--- src/rtl/hazard_pkg.sv ---
// Shared constants for the hazard/forwarding controller: forward-select
// encodings and default multiply/divide occupancy latencies.
package hazard_pkg;

    localparam logic [1:0] FWD_RF = 2'b00;
    localparam logic [1:0] FWD_M  = 2'b01;
    localparam logic [1:0] FWD_W  = 2'b10;

    localparam int MULT_LAT_DEF = 5;
    localparam int DIV_LAT_DEF  = 10;

endpackage

--- src/rtl/md_busy_cnt.sv ---
// Multiply/divide occupancy tracker: a start loads the op latency, then the
// counter drains by one per cycle; busy whenever the counter is nonzero.
module md_busy_cnt
    import hazard_pkg::*;
#(
    parameter int MULT_LAT = MULT_LAT_DEF,
    parameter int DIV_LAT  = DIV_LAT_DEF,
    parameter int CNT_W    = 4
) (
    input  logic clk,
    input  logic reset,
    input  logic start_i,
    input  logic div_i,
    output logic busy_o
);

    logic [CNT_W-1:0] cnt_q;
    logic [CNT_W-1:0] cnt_d;

    // A start while busy simply restarts the count with the new latency.
    always_comb begin
        cnt_d = cnt_q;
        if (start_i) begin
            cnt_d = div_i ? CNT_W'(DIV_LAT) : CNT_W'(MULT_LAT);
        end else if (cnt_q != '0) begin
            cnt_d = cnt_q - 1'b1;
        end
    end

    always_ff @(posedge clk or posedge reset) begin
        if (reset) begin
            cnt_q <= '0;
        end else begin
            cnt_q <= cnt_d;
        end
    end

    assign busy_o = (cnt_q != '0);

endmodule

--- src/rtl/hazard_ctrl_md.sv ---
// Hazard/forwarding controller for the 5-stage MIPS pipeline with HI/LO busy
// tracking. Optional stall statistics counters: define HAZARD_STALL_STAT_EN.
module hazard_ctrl_md
    import hazard_pkg::*;
#(
    parameter int REG_AW   = 5,
    parameter int MULT_LAT = MULT_LAT_DEF,
    parameter int DIV_LAT  = DIV_LAT_DEF,
    parameter int CNT_W    = 4
) (
    input  logic              clk,
    input  logic              reset,
    input  logic [REG_AW-1:0] rs_d,
    input  logic [REG_AW-1:0] rt_d,
    input  logic [REG_AW-1:0] rs_e,
    input  logic [REG_AW-1:0] rt_e,
    input  logic [REG_AW-1:0] wreg_e,
    input  logic [REG_AW-1:0] wreg_m,
    input  logic [REG_AW-1:0] wreg_w,
    input  logic              regwr_e,
    input  logic              regwr_m,
    input  logic              regwr_w,
    input  logic              memrd_e,
    input  logic              memrd_m,
    input  logic              br_d,
    input  logic              jr_d,
    input  logic              md_start_e,
    input  logic              md_div_e,
    input  logic              md_use_d,
    output logic              stall_f,
    output logic              stall_d,
    output logic              flush_e,
    output logic [1:0]        fwd_a_d,
    output logic [1:0]        fwd_b_d,
    output logic [1:0]        fwd_a_e,
    output logic [1:0]        fwd_b_e,
    output logic              md_busy
`ifdef HAZARD_STALL_STAT_EN
    ,
    output logic [31:0]       stall_cnt,
    output logic [31:0]       md_stall_cnt
`endif
);

    // M-stage result wins over W; register 0 is hardwired and never forwarded.
    function automatic logic [1:0] fwd_sel(input logic [REG_AW-1:0] src,
                                           input logic              rw_m,
                                           input logic [REG_AW-1:0] wr_m,
                                           input logic              rw_w,
                                           input logic [REG_AW-1:0] wr_w);
        fwd_sel = FWD_RF;
        if (src != '0) begin
            if (rw_m && (wr_m == src)) begin
                fwd_sel = FWD_M;
            end else if (rw_w && (wr_w == src)) begin
                fwd_sel = FWD_W;
            end
        end
    endfunction

    md_busy_cnt #(
        .MULT_LAT (MULT_LAT),
        .DIV_LAT  (DIV_LAT),
        .CNT_W    (CNT_W)
    ) u_md_busy_cnt (
        .clk     (clk),
        .reset   (reset),
        .start_i (md_start_e),
        .div_i   (md_div_e),
        .busy_o  (md_busy)
    );

    assign fwd_a_e = fwd_sel(rs_e, regwr_m, wreg_m, regwr_w, wreg_w);
    assign fwd_b_e = fwd_sel(rt_e, regwr_m, wreg_m, regwr_w, wreg_w);
    assign fwd_a_d = (br_d || jr_d) ? fwd_sel(rs_d, regwr_m, wreg_m, regwr_w, wreg_w) : FWD_RF;
    assign fwd_b_d = br_d ? fwd_sel(rt_d, regwr_m, wreg_m, regwr_w, wreg_w) : FWD_RF;

    logic e_hit_rs, e_hit_rt, m_hit_rs, m_hit_rt;
    logic ld_use, br_e_haz, jr_e_haz, brjr_m_haz, md_haz, stall;

    assign e_hit_rs = (wreg_e != '0) && (wreg_e == rs_d);
    assign e_hit_rt = (wreg_e != '0) && (wreg_e == rt_d);
    assign m_hit_rs = (wreg_m != '0) && (wreg_m == rs_d);
    assign m_hit_rt = (wreg_m != '0) && (wreg_m == rt_d);

    assign ld_use     = memrd_e && (e_hit_rs || e_hit_rt);
    assign br_e_haz   = br_d && regwr_e && (e_hit_rs || e_hit_rt);
    assign jr_e_haz   = jr_d && regwr_e && e_hit_rs;
    // A load in M has no data to forward into D yet, so a D-stage compare must wait.
    assign brjr_m_haz = memrd_m && ((br_d && (m_hit_rs || m_hit_rt)) || (jr_d && m_hit_rs));
    assign md_haz     = md_use_d && (md_busy || md_start_e);

    assign stall   = ld_use || br_e_haz || jr_e_haz || brjr_m_haz || md_haz;
    assign stall_f = stall;
    assign stall_d = stall;
    assign flush_e = stall;

`ifdef HAZARD_STALL_STAT_EN
    function automatic logic [31:0] sat_inc(input logic [31:0] v);
        sat_inc = (v == 32'hFFFF_FFFF) ? v : v + 32'd1;
    endfunction

    logic [31:0] stall_cnt_q, stall_cnt_d;
    logic [31:0] md_stall_cnt_q, md_stall_cnt_d;

    assign stall_cnt_d    = stall  ? sat_inc(stall_cnt_q)    : stall_cnt_q;
    assign md_stall_cnt_d = md_haz ? sat_inc(md_stall_cnt_q) : md_stall_cnt_q;

    always_ff @(posedge clk or posedge reset) begin
        if (reset) begin
            stall_cnt_q    <= '0;
            md_stall_cnt_q <= '0;
        end else begin
            stall_cnt_q    <= stall_cnt_d;
            md_stall_cnt_q <= md_stall_cnt_d;
        end
    end

    assign stall_cnt    = stall_cnt_q;
    assign md_stall_cnt = md_stall_cnt_q;
`endif

endmodule
--- config.mk ---
export PLATFORM = sky130hd
export DESIGN_NAME = hazard_ctrl_md
export DESIGN_NICKNAME = d
export VERILOG_FILES = /design/src/rtl/hazard_pkg.sv /design/src/rtl/md_busy_cnt.sv /design/src/rtl/hazard_ctrl_md.sv
export SDC_FILE = /design/constraint.sdc
export NUM_CORES = 1
export LEC_CHECK = 0
export BUFFER_PORTS_ARGS = -buffer_cell sky130_fd_sc_hd__buf_2
export CAP_MARGIN = 20
export CORE_MARGIN = 10
export CORE_UTILIZATION = 40
export CTS_BUF_LIST = sky130_fd_sc_hd__clkbuf_2
export DETAILED_ROUTE_END_ITERATION = 10
export GPL_TIMING_DRIVEN = 1
export PLACE_DENSITY_LB_ADDON = 0.15
export SLEW_MARGIN = 20
export SYNTH_ARGS = -nofsm -noshare
export SYNTH_HDL_FRONTEND = slang
export SYNTH_HIERARCHICAL = 1
export SYNTH_SLANG_ARGS = --single-unit
--- constraint.sdc ---
create_clock -name clk -period 2.45 [get_ports clk]
set_input_delay 0.3675 -clock clk [delete_from_list [all_inputs] [get_ports clk]]
set_output_delay 0.3675 -clock clk [all_outputs]
set_load 0.01 [all_outputs]
======== Word level (Yosys, flattened, before mapping) ========
Cells that the tools add are included.
word-level totals
  register bits after elaboration ......... 4
  input bits .............................. 47
cells by class
  $add $sub $neg .......................... 1
  equality and inequality tests ........... 10
  multiplexer cells ....................... 17
  reduce and logical (&&, ||, !) cells .... 38
operators with widths
  kind                                              number
  == test 5 bit                                     10
  nonzero test 5 bit                                6
  2-to-1 mux 2 bit                                  14
  logical AND 1 bit                                 21
  2-to-1 mux 4 bit                                  3
  logical OR 1 bit                                  9
  nonzero test 4 bit                                1
  subtractor 4 x 1 -> 4 bit, second input constant  1
  nonzero test 2 bit                                1

======== Longest topological paths before layout ========
  depth after elaboration ................. 8
  mapped depth ............................ 8
  depth with buffers taken out ............ 7

======== Cells and area by module ========
Netlist, hierarchy kept.
modules (own cells, without submodules)
  module          instances  cells an instance  area each (µm²)
  hazard_ctrl_md  1          112                824.5
  md_busy_cnt     1          28                 262.8

======== Worst setup path before layout ========
OpenSTA, ideal clock, no wires.
  path type ............................... register to output
  from .................................... reg u_md_busy_cnt.cnt_q[0]
  to ...................................... out stall_d
  arrival time ............................ 1652 ps
  required time ........................... 2082 ps
  path slack .............................. 430 ps
  cell stages (with the launch flop) ...... 9
  buffers on the path ..................... 1
  cell sequence ........................... dfrtp_1 > inv_1 > ha_1 > nor3b_2 > inv_1 > o21a_1 > a31oi_1 > o211ai_1 > buf_4
between the ends
  longest elaborated chain between the ends .. 4
ends and longest elaborated chain
  item                      line                  text
  start: declaration        md_busy_cnt.sv:17     logic [CNT_W-1:0] cnt_q;
  start signal: assignment  md_busy_cnt.sv:34     cnt_q <= cnt_d;
  nonzero test 4 bit        md_busy_cnt.sv:38     assign busy_o = (cnt_q != '0);
  via md_busy               hazard_ctrl_md.sv:37  output logic md_busy
  logical OR 1 bit          hazard_ctrl_md.sv:91  assign md_haz = md_use_d && (md_busy || md_start_e);
  logical AND 1 bit         hazard_ctrl_md.sv:91
  logical OR 1 bit          hazard_ctrl_md.sv:93  assign stall = ld_use || br_e_haz || jr_e_haz || brjr_m_haz || md_haz;
  end: declaration          hazard_ctrl_md.sv:31  output logic stall_d,
The timed path passes the listed nets, and every way through them passes these cells.

======== Worst setup path in the final report ========
  from .................................... reg u_md_busy_cnt.cnt_q[0]
  to ...................................... out stall_f
between the ends
  longest elaborated chain between the ends .. 4
ends and longest elaborated chain
  item                line                  text
  nonzero test 4 bit  md_busy_cnt.sv:38
  logical OR 1 bit    hazard_ctrl_md.sv:91
  logical AND 1 bit   hazard_ctrl_md.sv:91
  logical OR 1 bit    hazard_ctrl_md.sv:93
  end: declaration    hazard_ctrl_md.sv:30  output logic stall_f,
No other way between the ends.

==> results list <==
- Outcome: complete, no violations
* Synthesized instance count: 140
- Once detail routing completed, the nets flagged for antenna violations numbered 0.
- Global routing met2 resource utilization: 23.13%
- Across all hold checks on the routed design, the worst slack comes to 0.03533 ns.
* CTS Hold Buffers Added: 0
- Final hold violation count: 0
* Initial antenna violation count: 0
- Slew headroom: 81.69%
- Element type at the critical path start: flop
* Unrepaired setup endpoints after global routing: false
- In this run the worst hold path is classified as input pin to async pin.
* DR vias: 1151
- Number of primary I/O pins: 59
- After floorplanning, the core was divided into 18 placement rows.
- Static Leak: 0.6516 nW
- Area growth, synth to finish: 25.89%
* Die boundary height: 72.14 um
- Dividing the detail-routed wire length by the instance count gives 15.42 um.
- The register with the most flip-flops in the layout has 4 of them.
- In this run the post-CTS setup repair buffer count came out at 0.
* Count of unique library cells instantiated by Yosys: 36
* Number of cells upsized or downsized after cts: 0
* Number of cells in the finished layout apart from fillers: 222
- Across the routed clock network, the largest skew measured is 0.001361 ns.
- Largest Register: u_md_busy_cnt/cnt_q
- CP Capture Type: primary output
- Using the TritonRoute via totals, the vias-per-cell ratio works out to 5.185.
- For the pin with the worst max-slew slack, the measured transition is 0.2724 ns.
- Xor-xnor portion of the synthesized cell area: 40.16%
* Grt met1 use: 14.69%
- Worst-path fanout max: 3
- TritonCTS Buffers: 3
- The number of nets in the synthesized netlist is 189.
* Die area: 5203 um^2
* Congestion Overflow GR: 0
- Synth Area in Adders: 2.301%
- In this run the tool buffered the top-level ports with 58 buffer cells.
- Critical path start-end classification: flop to primary output
- Setup total negative slack: 0 ns
- No sink is reached through more buffers than the 2 on the longest clock path.
- Placed instance area: 1354 um^2
* Post-Syn Area per Cell: 7.766 um^2
- Routability cong.: 0.8664
* Biggest regs: u_md_busy_cnt/cnt_q (4)
- The worst path uses 91.27% of the clock period.
- Including well taps, the total number of placed cells is 219.
- Complex-gate fraction of the synthesized area: 13.69%
- TritonCTS built the clock tree.
- Routing usage on met3: 3.537%
- Crit path required time: 2.08 ns
* Syn. warnings: 6
- Post-route DRC violation count: 0
- Max capacitance violation total: 0
- Mux contribution to synthesized area: 0.9206%
- Detailed placement ended at an HPWL of 2.991 mm.
- Busiest metal layer after global routing: met2
* Max H-tree Level: 1
- Clock Pin Slew Worst Setup and Hold Paths: 0.04 ns
* Die X: 72.14 um
- After floorplanning, the core was sized to cover 2545 um^2.
* Clock latency reported for the late side of the worst-skew pair: 0.20 ns
* Initial DRT Pass Iterations: 4
* Global-route wire length before repair: 5.720 mm
* Clock Sink Count: 4
- The initial utilization of the core area, before any placement, comes to 42.72%.
- VDD sags by at most 0.2062 mV.
- Crit path DAT: 1.87 ns
* Overall track demand over capacity in global routing: 13.04%
- In this run, synthesis produced a sequential element count of 4.
- Post-layout minimum cycle time: 2.236 ns
- Total wire length: 3.423 mm
* Cell at the root of the clock tree: sky130_fd_sc_hd__clkbuf_2
- Summing the areas of all and, or, nand and nor instances in the mapped netlist gives 25.32% of the synthesized area.
- The number of global-route vias before repair came to 1283.
* Synthesized area: 1087 um^2
- Power spread over the standard cell area amounts to 284.5 nW/um^2.
- In this run, the number of DRC markers left after iteration 0 of detailed routing was 12.
- In the final layout, the share of cells above drive strength 1 is 34.90%.
* Antenna Diode Count: 0
* Largest net degree at the start of global routing: 10
- After synthesis, the largest family of logic cells by area is XOR/XNOR gates.
* Post-layout instance area: 1369 um^2
* Total Nets Final: 243
* Number of endpoints failing setup at the final stage: 0
* Number of pins with negative max-slew slack in the final report: 0
- Of the synthesized area, sequential elements account for 9.206%.
* Max Freq: 0.4472 GHz
logic make-up (layout without fill, tap and decap cells):
group | after synthesis | count (layout)
DFF | 4 | 4
adders and majority gates | 2 | 2
and+or+nand+nor | 47 | 47
muxes | 1 | 1
xor gates and xnor gates | 49 | 49
buffers and inverters | 17 | 69
AOI/OAI and AO/OA | 20 | 20
synth_stat cells:
master	number	area, um^2
sky130_fd_sc_hd__xor2_1	40	350.3
sky130_fd_sc_hd__nor2_1	9	33.78
sky130_fd_sc_hd__inv_1	8	30.03
sky130_fd_sc_hd__xnor2_1	8	70.07
sky130_fd_sc_hd__nand2_1	7	26.28
sky130_fd_sc_hd__nand3_1	6	30.03
sky130_fd_sc_hd__nor3_1	6	30.03
sky130_fd_sc_hd__nor4_1	5	31.28
sky130_fd_sc_hd__o21a_1	5	37.54
sky130_fd_sc_hd__or4_1	5	37.54
sky130_fd_sc_hd__buf_2	4	20.02
sky130_fd_sc_hd__dfrtp_1	4	100.1
sky130_fd_sc_hd__a21oi_1	3	15.01
sky130_fd_sc_hd__a211oi_1	2	15.01
sky130_fd_sc_hd__and3_1	2	12.51
sky130_fd_sc_hd__buf_4	2	15.01
sky130_fd_sc_hd__buf_6	2	22.52
sky130_fd_sc_hd__ha_1	2	25.02
sky130_fd_sc_hd__nor3b_1	2	15.01
sky130_fd_sc_hd__o22ai_1	2	12.51
sky130_fd_sc_hd__a211o_2	1	10.01
sky130_fd_sc_hd__a21boi_0	1	7.510
sky130_fd_sc_hd__a221oi_1	1	8.760
sky130_fd_sc_hd__a22oi_1	1	7.510
sky130_fd_sc_hd__a31oi_1	1	6.260
sky130_fd_sc_hd__clkbuf_1	1	3.750
sky130_fd_sc_hd__mux2i_1	1	10.01
sky130_fd_sc_hd__nand4_1	1	6.260
sky130_fd_sc_hd__nor3b_2	1	12.51
sky130_fd_sc_hd__nor4_2	1	12.51
sky130_fd_sc_hd__nor4_4	1	21.27
sky130_fd_sc_hd__o211ai_1	1	7.510
sky130_fd_sc_hd__o21ai_1	1	5.000
sky130_fd_sc_hd__o311ai_2	1	16.27
sky130_fd_sc_hd__or3_1	1	6.260
sky130_fd_sc_hd__xor2_2	1	16.27
critical path: stages, from the launching register on:
cell and delay [ns]:
sky130_fd_sc_hd__dfrtp_1 0.37, sky130_fd_sc_hd__inv_1 0.11, sky130_fd_sc_hd__ha_1 0.20, sky130_fd_sc_hd__nor3b_2 0.26
sky130_fd_sc_hd__inv_1 0.12, sky130_fd_sc_hd__o21a_1 0.18, sky130_fd_sc_hd__a31oi_1 0.13, sky130_fd_sc_hd__o211ai_1 0.12
sky130_fd_sc_hd__buf_2 0.16
routing by layer:
layer | share of wire [%] | vias to the layer above | wire [um]
met5 | 0 | - | 0
met4 | 0 | 0 | 0
met3 | 4.9 | 0 | 167
met2 | 52 | 26 | 1777
met1 | 43 | 538 | 1478
li1 | - | 587 | -
path summary, 6_finish.rpt:
check                                                   start                                  to  slack (ns)  depth (start not counted)
max                        u_md_busy_cnt/cnt_q[0]$_DFFE_PP0P_                             stall_f        0.21                          8
min                                                     reset  u_md_busy_cnt/cnt_q[3]$_DFFE_PP0P_        0.04                          2
max reg2reg                u_md_busy_cnt/cnt_q[0]$_DFFE_PP0P_  u_md_busy_cnt/cnt_q[1]$_DFFE_PP0P_        1.05                          5
min reg2reg                u_md_busy_cnt/cnt_q[1]$_DFFE_PP0P_  u_md_busy_cnt/cnt_q[1]$_DFFE_PP0P_        0.64                          2
max in group asynchronous                               reset  u_md_busy_cnt/cnt_q[0]$_DFFE_PP0P_        2.27                          2
min in group clk                                     md_div_e  u_md_busy_cnt/cnt_q[0]$_DFFE_PP0P_        0.40                          2
metrics by stage:
step,total power [mW],utilization [%],setup slack [ns]
after floorplan,0.2425,-,0.4303
after global placement,0.3252,53.20,0.5041
after detailed placement,0.3338,53.20,0.4044
after CTS,0.3953,53.79,0.1738
after global routing,0.4280,53.79,0.02788
final,0.3894,53.79,0.2140
power breakdown:
part           switching (mW)  total [mW]  internal (mW)
Clock                  0.0241      0.0569         0.0329
Combinational           0.134       0.243          0.109
Sequential             0.0107      0.0894         0.0788
layout make-up:
cell class | count | area [um^2]
multi-input cells | 119 | 895.9
fillers | 275 | 1176
repair buffers | 58 | 290.3
inverters | 8 | 30.03
clock buffers | 3 | 15.01
flip-flops and latches | 4 | 100.1
well taps | 30 | 37.54
layout by cell type (no fill, tap or decap), types with 2 or more instances in the layout:
cell type | netlist | routed
sky130_fd_sc_hd__nand3_1 | 6 | 6
sky130_fd_sc_hd__nor3_1 | 6 | 6
sky130_fd_sc_hd__a211oi_1 | 2 | 2
sky130_fd_sc_hd__clkbuf_2 | 0 | 3
sky130_fd_sc_hd__nor4_1 | 5 | 5
sky130_fd_sc_hd__ha_1 | 2 | 2
sky130_fd_sc_hd__nor3b_1 | 2 | 2
sky130_fd_sc_hd__and3_1 | 2 | 2
sky130_fd_sc_hd__buf_2 | 4 | 58
sky130_fd_sc_hd__or4_1 | 5 | 5
sky130_fd_sc_hd__nand2_1 | 7 | 7
sky130_fd_sc_hd__xnor2_1 | 8 | 8
sky130_fd_sc_hd__xor2_1 | 40 | 40
sky130_fd_sc_hd__a21oi_1 | 3 | 3
sky130_fd_sc_hd__dfrtp_1 | 4 | 4
sky130_fd_sc_hd__nor2_1 | 9 | 9
sky130_fd_sc_hd__inv_1 | 8 | 8
sky130_fd_sc_hd__o21a_1 | 5 | 5
sky130_fd_sc_hd__o22ai_1 | 2 | 2
Power figures use the tool's default switching activity.
